--- src/rtl/fifo_packetizer.sv ---
// Pops bytes from a synchronous FIFO and emits fixed-length packets on a registered valid/ready stream.
// Define FIFO_PACKETIZER_CSUM_EN to append an XOR checksum trailer byte to every packet.
module fifo_packetizer #(
  parameter int unsigned PKT_LEN = 4,
  parameter int unsigned CNT_W   = 16
) (
  input  logic             clk,
  input  logic             reset,
  input  logic             enable,
  input  logic             fifo_empty,
  input  logic [7:0]       fifo_rd_data,
  output logic             fifo_rd_en,
  output logic             out_valid,
  input  logic             out_ready,
  output logic [7:0]       out_data,
  output logic             out_sop,
  output logic             out_eop,
  output logic             busy,
  output logic [CNT_W-1:0] pkt_count
);

  localparam int unsigned BYTE_W = 8;
  localparam int unsigned BCNT_W = 8;
  localparam logic [BCNT_W-1:0] LAST_IDX = BCNT_W'(PKT_LEN - 1);
`ifdef FIFO_PACKETIZER_CSUM_EN
  localparam bit CSUM_EN = 1'b1;
`else
  localparam bit CSUM_EN = 1'b0;
`endif

  typedef enum logic [1:0] {
    S_IDLE = 2'd0,
    S_DATA = 2'd1,
    S_CSUM = 2'd2
  } state_t;

  state_t              r_state;
  state_t              w_state_nxt;
  logic [BCNT_W-1:0]   r_byte_cnt;
  logic                r_out_valid;
  logic [BYTE_W-1:0]   r_out_data;
  logic                r_out_sop;
  logic                r_out_eop;
  logic [CNT_W-1:0]    r_pkt_count;
  logic                w_slot_free;
  logic                w_last;
  logic                w_pop;
  logic                w_csum_load;
  logic [BYTE_W-1:0]   w_csum_byte;

  // Single-entry output register: room exists if empty or being drained this cycle
  assign w_slot_free = !r_out_valid || out_ready;
  assign w_last      = (r_byte_cnt == LAST_IDX);

  always_ff @(posedge clk or posedge reset) begin
    if (reset) begin
      r_state <= S_IDLE;
    end else begin
      r_state <= w_state_nxt;
    end
  end

  always_comb begin
    w_state_nxt = r_state;
    case (r_state)
      S_IDLE: begin
        if (enable) begin
          w_state_nxt = S_DATA;
        end
      end
      S_DATA: begin
        if (w_pop && w_last) begin
`ifdef FIFO_PACKETIZER_CSUM_EN
          w_state_nxt = S_CSUM;
`else
          w_state_nxt = enable ? S_DATA : S_IDLE;
`endif
        end
      end
      S_CSUM: begin
`ifdef FIFO_PACKETIZER_CSUM_EN
        if (w_slot_free) begin
          w_state_nxt = enable ? S_DATA : S_IDLE;
        end
`else
        w_state_nxt = S_IDLE;
`endif
      end
      default: w_state_nxt = S_IDLE;
    endcase
  end

  always_comb begin
    w_pop       = 1'b0;
    w_csum_load = 1'b0;
    busy        = 1'b0;
    w_pop       = (r_state == S_DATA) && !fifo_empty && w_slot_free;
`ifdef FIFO_PACKETIZER_CSUM_EN
    w_csum_load = (r_state == S_CSUM) && w_slot_free;
`endif
    busy        = (r_state != S_IDLE) || r_out_valid;
  end

  assign fifo_rd_en = w_pop;

`ifdef FIFO_PACKETIZER_CSUM_EN
  logic [BYTE_W-1:0] r_csum;

  // Running XOR restarts on the first data byte of each packet
  always_ff @(posedge clk or posedge reset) begin
    if (reset) begin
      r_csum <= '0;
    end else if (w_pop) begin
      r_csum <= (r_byte_cnt == '0) ? fifo_rd_data : (r_csum ^ fifo_rd_data);
    end
  end

  assign w_csum_byte = r_csum;
`else
  assign w_csum_byte = '0;
`endif

  always_ff @(posedge clk or posedge reset) begin
    if (reset) begin
      r_byte_cnt  <= '0;
      r_out_valid <= 1'b0;
      r_out_data  <= '0;
      r_out_sop   <= 1'b0;
      r_out_eop   <= 1'b0;
      r_pkt_count <= '0;
    end else if (w_pop) begin
      r_out_data  <= fifo_rd_data;
      r_out_valid <= 1'b1;
      r_out_sop   <= (r_byte_cnt == '0);
      r_out_eop   <= w_last && !CSUM_EN;
      if (w_last) begin
        r_byte_cnt <= '0;
        if (!CSUM_EN) begin
          r_pkt_count <= r_pkt_count + CNT_W'(1);
        end
      end else begin
        r_byte_cnt <= r_byte_cnt + BCNT_W'(1);
      end
    end else if (w_csum_load) begin
      r_out_data  <= w_csum_byte;
      r_out_valid <= 1'b1;
      r_out_sop   <= 1'b0;
      r_out_eop   <= 1'b1;
      r_pkt_count <= r_pkt_count + CNT_W'(1);
    end else if (out_ready) begin
      r_out_valid <= 1'b0;
    end
  end

  assign out_valid = r_out_valid;
  assign out_data  = r_out_data;
  assign out_sop   = r_out_sop;
  assign out_eop   = r_out_eop;
  assign pkt_count = r_pkt_count;

endmodule
--- config.mk ---
export PLATFORM = sky130hd
export DESIGN_NAME = fifo_packetizer
export DESIGN_NICKNAME = d
export VERILOG_FILES = /design/src/rtl/fifo_packetizer.sv
export SDC_FILE = /design/constraint.sdc
export NUM_CORES = 1
export LEC_CHECK = 0
export BUFFER_PORTS_ARGS = -buffer_cell sky130_fd_sc_hd__clkbuf_2
export CORE_UTILIZATION = 55
export CTS_BUF_LIST = sky130_fd_sc_hd__clkbuf_16
export DETAILED_ROUTE_END_ITERATION = 7
export GPL_ROUTABILITY_DRIVEN = 0
export PLACE_DENSITY_LB_ADDON = 0.12
export SYNTH_ARGS = -nofsm -noshare
export SYNTH_HDL_FRONTEND = slang
export SYNTH_SLANG_ARGS = --single-unit
--- constraint.sdc ---
create_clock -name clk -period 2.8 [get_ports clk]
set_clock_uncertainty 0.2 [all_clocks]
set_input_delay 0.42 -clock clk [delete_from_list [all_inputs] [get_ports clk]]
set_output_delay 0.42 -clock clk [all_outputs]
set_load 0.03 [all_outputs]
==> metrics.yaml, run 1 <==
outcome:
  status: "finished with violations"
  violations: "DRC"
timing:
  worst_pin_slew_ns: 0.502
  setup_viol: 0
  fin_crit_ns: 2.25
  final-max-slew-violation-count: 0
  max_freq_mhz: 444
  finalCritPeriodShare_pct: 80.4
  rsz0062_at_grt: "false"
  tns_ns: 0
  final_hold_viol_count: 0
  hold-worst-slack_ns: 0.0221
  relSlewSlack_pct: 66.4
critical_path:
  worst_ep_arrival_time_ns: 1.63
  cp-startpoint: "r_state[0]"
  critPathBufInv: 2
  crit_chain: "and2b_1, nand2_1, inv_2, clkbuf_2"
  regToRegSetupSlack_ns: 0.65
  crit_slowest_cell: "nand2_1"
  critPathMaxStageDelay_ns: 0.39
  critPathKind: "reg -> out"
  crit_required_ns: 2.18
  path_depth: 4
  critPathLaunchType: "register"
  critical_path.endpoint: "fifo_rd_en"
  reg2regPathDepth: 4
  critPathCaptureType: "output pin"
  critPathMaxFanout: 14
  path_delay_family: "simple AND/OR/NAND/NOR gates"
  r2r_end: "pkt_count[1]"
  rr_startpoint: "r_byte_cnt[7]"
pwr:
  seq_power_share_pct: 42.4
  intPower_mw: 1.04
  p_per_area_nw_per_um2: 785
  switching_share_pct: 34.9
  power.total_mw: 1.60
  p_leak_nw: 1.12
  power.share.combinational_pct: 25.2
  clockPowerShare_pct: 32.4
  peakVddDrop_mv: 0.497
  switchingPower_mw: 0.557
yosys:
  synth_edf_count: 0
  synth_top_area_share_pct: 54.3
  synthTopCellsByArea: "dfrtp_1 (54%), xor2_1 (8.5%), nand2_1 (8.4%), nor4_2 (5.3%), nand3_1 (3.0%)"
  synth_common_cells: "nand2_1 (37), dfrtp_1 (36), xor2_1 (16), nand3_1 (10)"
  synth_seq_cells: 36
  yosys.cell_count.top_type: "nand2_1"
  syn_area_per_cell_um2: 10.4
  ys_warn_count: 0
  ys.flop_type: "dfrtp_1"
  synthDistinctLibCells: 26
  synth_seq_area_share_pct: 54.3
  synth_area_um2: 1660
  netlist_instances: 159
  synthArstFlopShare_pct: 100
  synth_nets: 175
  synth_top_area_cell: "dfrtp_1"
clock_network:
  cts_tree: "yes"
  cts_buffers: 5
  clock-root-buffer: "clkbuf_16"
  clk_path_buf_depth: 2
  clkTransAtPathRegs_ns: 0.06
  cts_sinks: 36
  cts_hold_buf: 0
  insertion_delay_ns: 0.28
  postCtsResizedCells: 0
  postCtsSetupBuffers: 0
  cts-htree-levels: 2
layout:
  seqCellArea_um2: 901
  fill_cells: 212
  final_layout_size_suffix_gt1_share_pct: 29.6
  final_core_util_pct: 72.4
  multi_input_area_um2: 711
  syn_to_final_growth_pct: 22.6
  num_antenna_cells: 0
  nets: 221
global_routing:
  grt_pass1_vias: 1209
  antenna_found_initial: 0
  grt_start_max_net_pins: 37
  grt_remaining_overflow: 0
  grt_pass1_wl_mm: 5.47
  gr-usage-all-layers_pct: 22.3
floorplan:
  initial_core_util_pct: 59.1
  fp.coreArea_um2: 2810
  dieHeight_um: 56.9
  die_width_um: 56.9
  dieArea_um2: 3240
  num_io_pins: 42
  rows: 19
run:
  maxCapViolations: 0
drt:
  ant_nets: 0
  drt_wl_total_mm: 3.22
  vias: 1280
  drc_errors: 10
  drtIter0Drc: 69
  via_per_inst: 5.40
  drtPass1Iterations: 6
  wl_per_cell_um: 13.6
placed_design:
  port_buffers: 41
  hpwl_mm: 2.32
hold_path:
  hp-class: "in -> async"
==> cells by family after synthesis <==
group | after synthesis | share of synthesized area, %
and+or+nand+nor | 82 | 26.9
muxes | 1 | 0.679
DFF | 36 | 54.3
buffers and inverters | 10 | 2.79
adders and majority gates | 3 | 2.26
AOI/OAI and AO/OA | 7 | 2.42
xor gates and xnor gates | 20 | 10.6
==> worst min-delay path by stage <==
| stage | from | end |
|---|---|---|
| 2_1_floorplan | r_byte_cnt[7] | r_byte_cnt[7] |
| 3_3_place_gp | pkt_count[15] | pkt_count[15] |
| 3_5_place_dp | out_data[4] | out_data[4] |
| 4_1_cts | reset | pkt_count[7] |
| 6_report | reset | pkt_count[4] |
| 5_1_grt | reset | pkt_count[7] |
==> power groups by stage <==
stage	clock (mW)	sequential, mW	combinational [mW]
finish	0.518	0.676	0.401
global route	0.550	0.688	0.437
CTS	0.531	0.676	0.406
detailed placement	0	0.685	0.404
global placement	0	0.682	0.397
floorplan	0	0.789	0.169
==> per-layer routing <==
| layer | global-route usage [%] | part of all wire (%) | vias to the layer above |
|---|---|---|---|
| met5 | 0 | 0 | - |
| met4 | 11.1 | 1.1 | 0 |
| met3 | 5.76 | 4.4 | 4 |
| met2 | 31.8 | 47 | 32 |
| met1 | 31.7 | 47 | 614 |
| li1 | - | - | 630 |
==> worst register-to-register path, stage by stage, from the launching register on <==
cell,delay (ns)
dfrtp_1,0.41
nor4_2,0.32
nand2_1,0.33
nor2_1,0.40
mux2_2,0.37
==> cell usage in the layout (no fill, tap or decap), drive strengths merged <==
cell / n
buf: 2
nor2: 3
or4: 1
nand4: 5
ha: 3
nor3: 7
inv: 6
or2: 1
nand2b: 1
nand2: 37
clkinv: 3
a21o: 1
and3: 6
dfrtp: 36
clkbuf: 46
xor2: 16
o21bai: 1
and4: 2
nand3: 11
o21ai: 5
xnor2: 4
nor4: 7
and2b: 1
mux2: 1
==> layout make-up <==
type                       count  share of cell area (%)
clock buffer                   5                    6.16
clock inverter                 3                   0.677
inverter                       6                    1.11
multi-input combinational    113                    35.0
sequential                    36                    44.3
tap                           31                    1.91
timing repair buffer          43                    10.8
==> sequential cells by signal, summed over array words and instances (netlist names) <==
register,cells
out_data,8
out_valid,1
r_byte_cnt,8
pkt_count,16
out_eop,1
out_sop,1
r_state,1
==> stage by stage <==
stage	instance area, um^2	cells	setup slack, ns
CTS	2030	237	0.551
finish	2030	237	0.550
global placement	1890	229	0.690
detailed placement	1890	229	0.653
floorplan	1660	159	0.794
global route	2030	237	0.451
(Power assumes the default switching activity.)
==> run 2: changes to the inputs <==
--- a/config.mk
+++ b/config.mk
@@ -6,7 +6,7 @@
 export NUM_CORES = 1
 export LEC_CHECK = 0
 export BUFFER_PORTS_ARGS = -buffer_cell sky130_fd_sc_hd__clkbuf_2
-export CORE_UTILIZATION = 55
+export CORE_UTILIZATION = 52
 export CTS_BUF_LIST = sky130_fd_sc_hd__clkbuf_16
 export DETAILED_ROUTE_END_ITERATION = 7
 export GPL_ROUTABILITY_DRIVEN = 0
==> constraint.sdc (replaced) <==
create_clock -name clk -period 2.1 [get_ports clk]
set_clock_uncertainty 0.2 [all_clocks]
set_input_delay 0.315 -clock clk [delete_from_list [all_inputs] [get_ports clk]]
set_output_delay 0.315 -clock clk [all_outputs]
set_load 0.03 [all_outputs]
==> run 2 against run 1 <==
  * Non-clock buffer count up 5
  * Worst hold slack better by 0.0017 ns
  * Final cell count up 7.6%
  * Routed wire length up 4.5%
  * Cell area up 2.8%
  * The run now ends clean
  * Critical path depth up 1
  * Global-route usage up 0.34 points
==> metrics.yaml, run 2 (same netlist as run 1, synthesis figures left out) <==
layout:
  nets: 226  # was 221
  syn_to_final_growth_pct: 26.0  # was 22.6%
  stdcell_count: 255  # was 237
  final_layout_size_suffix_gt1_share_pct: 30.8  # was 29.6%
  layout_common_cells: "clkbuf_2 (41), nand2_1 (37), dfrtp_1 (36)"  # unchanged
  mostFrequentLayoutCell: "clkbuf_2"  # unchanged
  final_core_util_pct: 69.0  # was 72.4%
  largest_reg_flops: 16  # unchanged
  num_antenna_cells: 0  # unchanged
critical_path:
  crit_path_frequent_cell: "nor4_2"
  critPathLaunchType: "register"  # unchanged
  critPathBufInv: 1  # was 2
  critPathCaptureType: "register"  # was output pin
  crit_required_ns: 2.10  # was 2.18 ns
  cp-startpoint: "r_byte_cnt[2]"  # was r_state[0]
  critPathMaxFanout: 7  # was 14
  worst_ep_arrival_time_ns: 1.97  # was 1.63 ns
  critPathKind: "reg -> reg"  # was reg -> out
  critPathMaxStageDelay_ns: 0.44  # was 0.39 ns
  crit_slowest_cell: "dfrtp_1"  # was nand2_1
  regToRegSetupSlack_ns: 0.13  # was 0.65 ns
  crit_chain: "nor4_2, nand2_1, buf_4, nor4_2, xor2_1"  # was and2b_1, nand2_1, inv_2, clkbuf_2
  rr_startpoint: "r_byte_cnt[2]"  # was r_byte_cnt[7]
  path_delay_family: "simple AND/OR/NAND/NOR gates"  # unchanged
pwr:
  intPower_mw: 1.40  # was 1.04 mW
  clockPowerShare_pct: 32.2  # was 32.4%
  switchingPower_mw: 0.750  # was 0.557 mW
  peakVddDrop_mv: 0.705  # was 0.497 mV
  seq_power_share_pct: 41.2  # was 42.4%
  p_leak_nw: 1.15  # was 1.12 nW
  p_per_area_nw_per_um2: 1030  # was 785 nW/um^2
  switching_share_pct: 34.8  # was 34.9%
  power.share.combinational_pct: 26.5  # was 25.2%
hold_path:
  hp-class: "in -> reg"  # was in -> async
  hold_start: "fifo_empty"
global_routing:
  grt_pass1_vias: 1304  # was 1209
  gr-usage-all-layers_pct: 22.7  # was 22.3%
  grt_remaining_overflow: 0  # unchanged
  grt_start_max_net_pins: 37  # unchanged
  grt_pass1_wl_mm: 5.68  # was 5.47 mm
  antenna_found_initial: 0  # unchanged
floorplan:
  num_io_pins: 42  # unchanged
  dieArea_um2: 3420  # was 3240 um^2
  rows: 20  # was 19
  dieHeight_um: 58.5  # was 56.9 um
  die_width_um: 58.5  # was 56.9 um
  fp.coreArea_um2: 3030  # was 2810 um^2
  initial_core_util_pct: 54.8  # was 59.1%
timing:
  final-max-slew-violation-count: 0  # unchanged
  fin_crit_ns: 1.97
  finalCritPeriodShare_pct: 93.8
  relSlewSlack_pct: 70.5  # was 66.4%
  rsz0062_at_grt: "false"  # unchanged
  final_hold_viol_count: 0  # unchanged
  timing.final.ws_setup_ns: 0.130  # was 0.550 ns
  max_freq_mhz: 508
  hold-worst-slack_ns: 0.0238  # was 0.0221 ns
  setup_viol: 0  # unchanged
  tns_ns: 0  # unchanged
  worst_pin_slew_ns: 0.442  # was 0.502 ns
placed_design:
  dp_slack_ns: 0.166  # was 0.653 ns
  dp_cells: 246  # was 229
  port_buffers: 41  # unchanged
  hpwl_mm: 2.46  # was 2.32 mm
drt:
  wl_per_cell_um: 13.2  # was 13.6 um
  drtPass1Iterations: 4  # was 6
  ant_nets: 0  # unchanged
  drt_wl_total_mm: 3.37  # was 3.22 mm
  drtIter0Drc: 58  # was 69
  drc_errors: 0  # was 10
  via_per_inst: 5.20  # was 5.40
  vias: 1327  # was 1280
clock_network:
  insertion_delay_ns: 0.28  # about the same
  postCtsSetupBuffers: 0  # unchanged
  clock-root-buffer: "clkbuf_16"  # unchanged
  clk_path_buf_depth: 2  # unchanged
  cts_buffers: 5  # unchanged
  cts_sinks: 36  # unchanged
  cts-htree-levels: 2  # unchanged
  clkTransAtPathRegs_ns: 0.05  # was 0.06 ns
  cts_tree: "yes"  # unchanged
outcome:
  status: "complete, no violations"  # was finished with violations
run:
  maxCapViolations: 0  # unchanged
## run 2: per-layer routing
metal  GRT usage, %  wire length, um
met2           37.3             1700
met3           8.57              160
met4           8.50               57
met1           27.2             1450
met5              0                0
## run 2: final timing paths
check	end	cells after the start
max	pkt_count[8]	5
min	out_valid	2
max reg2reg	pkt_count[8]	5
min reg2reg	out_data[4]	2
max in group asynchronous	r_byte_cnt[5]	4
min in group asynchronous	out_eop	4
## run 2: power groups by stage
stage          logic, mW  registers, mW  clock network, mW
6_report           0.571          0.887              0.693
5_1_grt            0.628          0.901              0.739
4_1_cts            0.580          0.888              0.706
3_5_place_dp       0.575          0.898                  0
3_3_place_gp       0.561          0.893                  0
2_1_floorplan      0.225           1.05                  0
## run 2: per-stage QoR
step | total power, mW | cell area, um^2
after floorplan | 1.28 | 1660
after global placement | 1.45 | 1940
after detailed placement | 1.47 | 1940
after CTS | 2.17 | 2090
after global routing | 2.27 | 2090
final | 2.15 | 2090
## run 2: final cells by class
cell class,instances,area [um^2]
sequential,36,901
fill,252,940
inverter,6,22.5
clock inverter,3,13.8
clock buffer,5,125
multi-input combinational,113,711
tap,44,55.1
timing repair buffer,48,260
## run 2: repair_timing
| action | in CTS | in global routing |
|---|---|---|
| hold buffers | 1 | 0 |
| gates resized for setup | 0 | 0 |
| hold endpoints to repair | 36 | 0 |
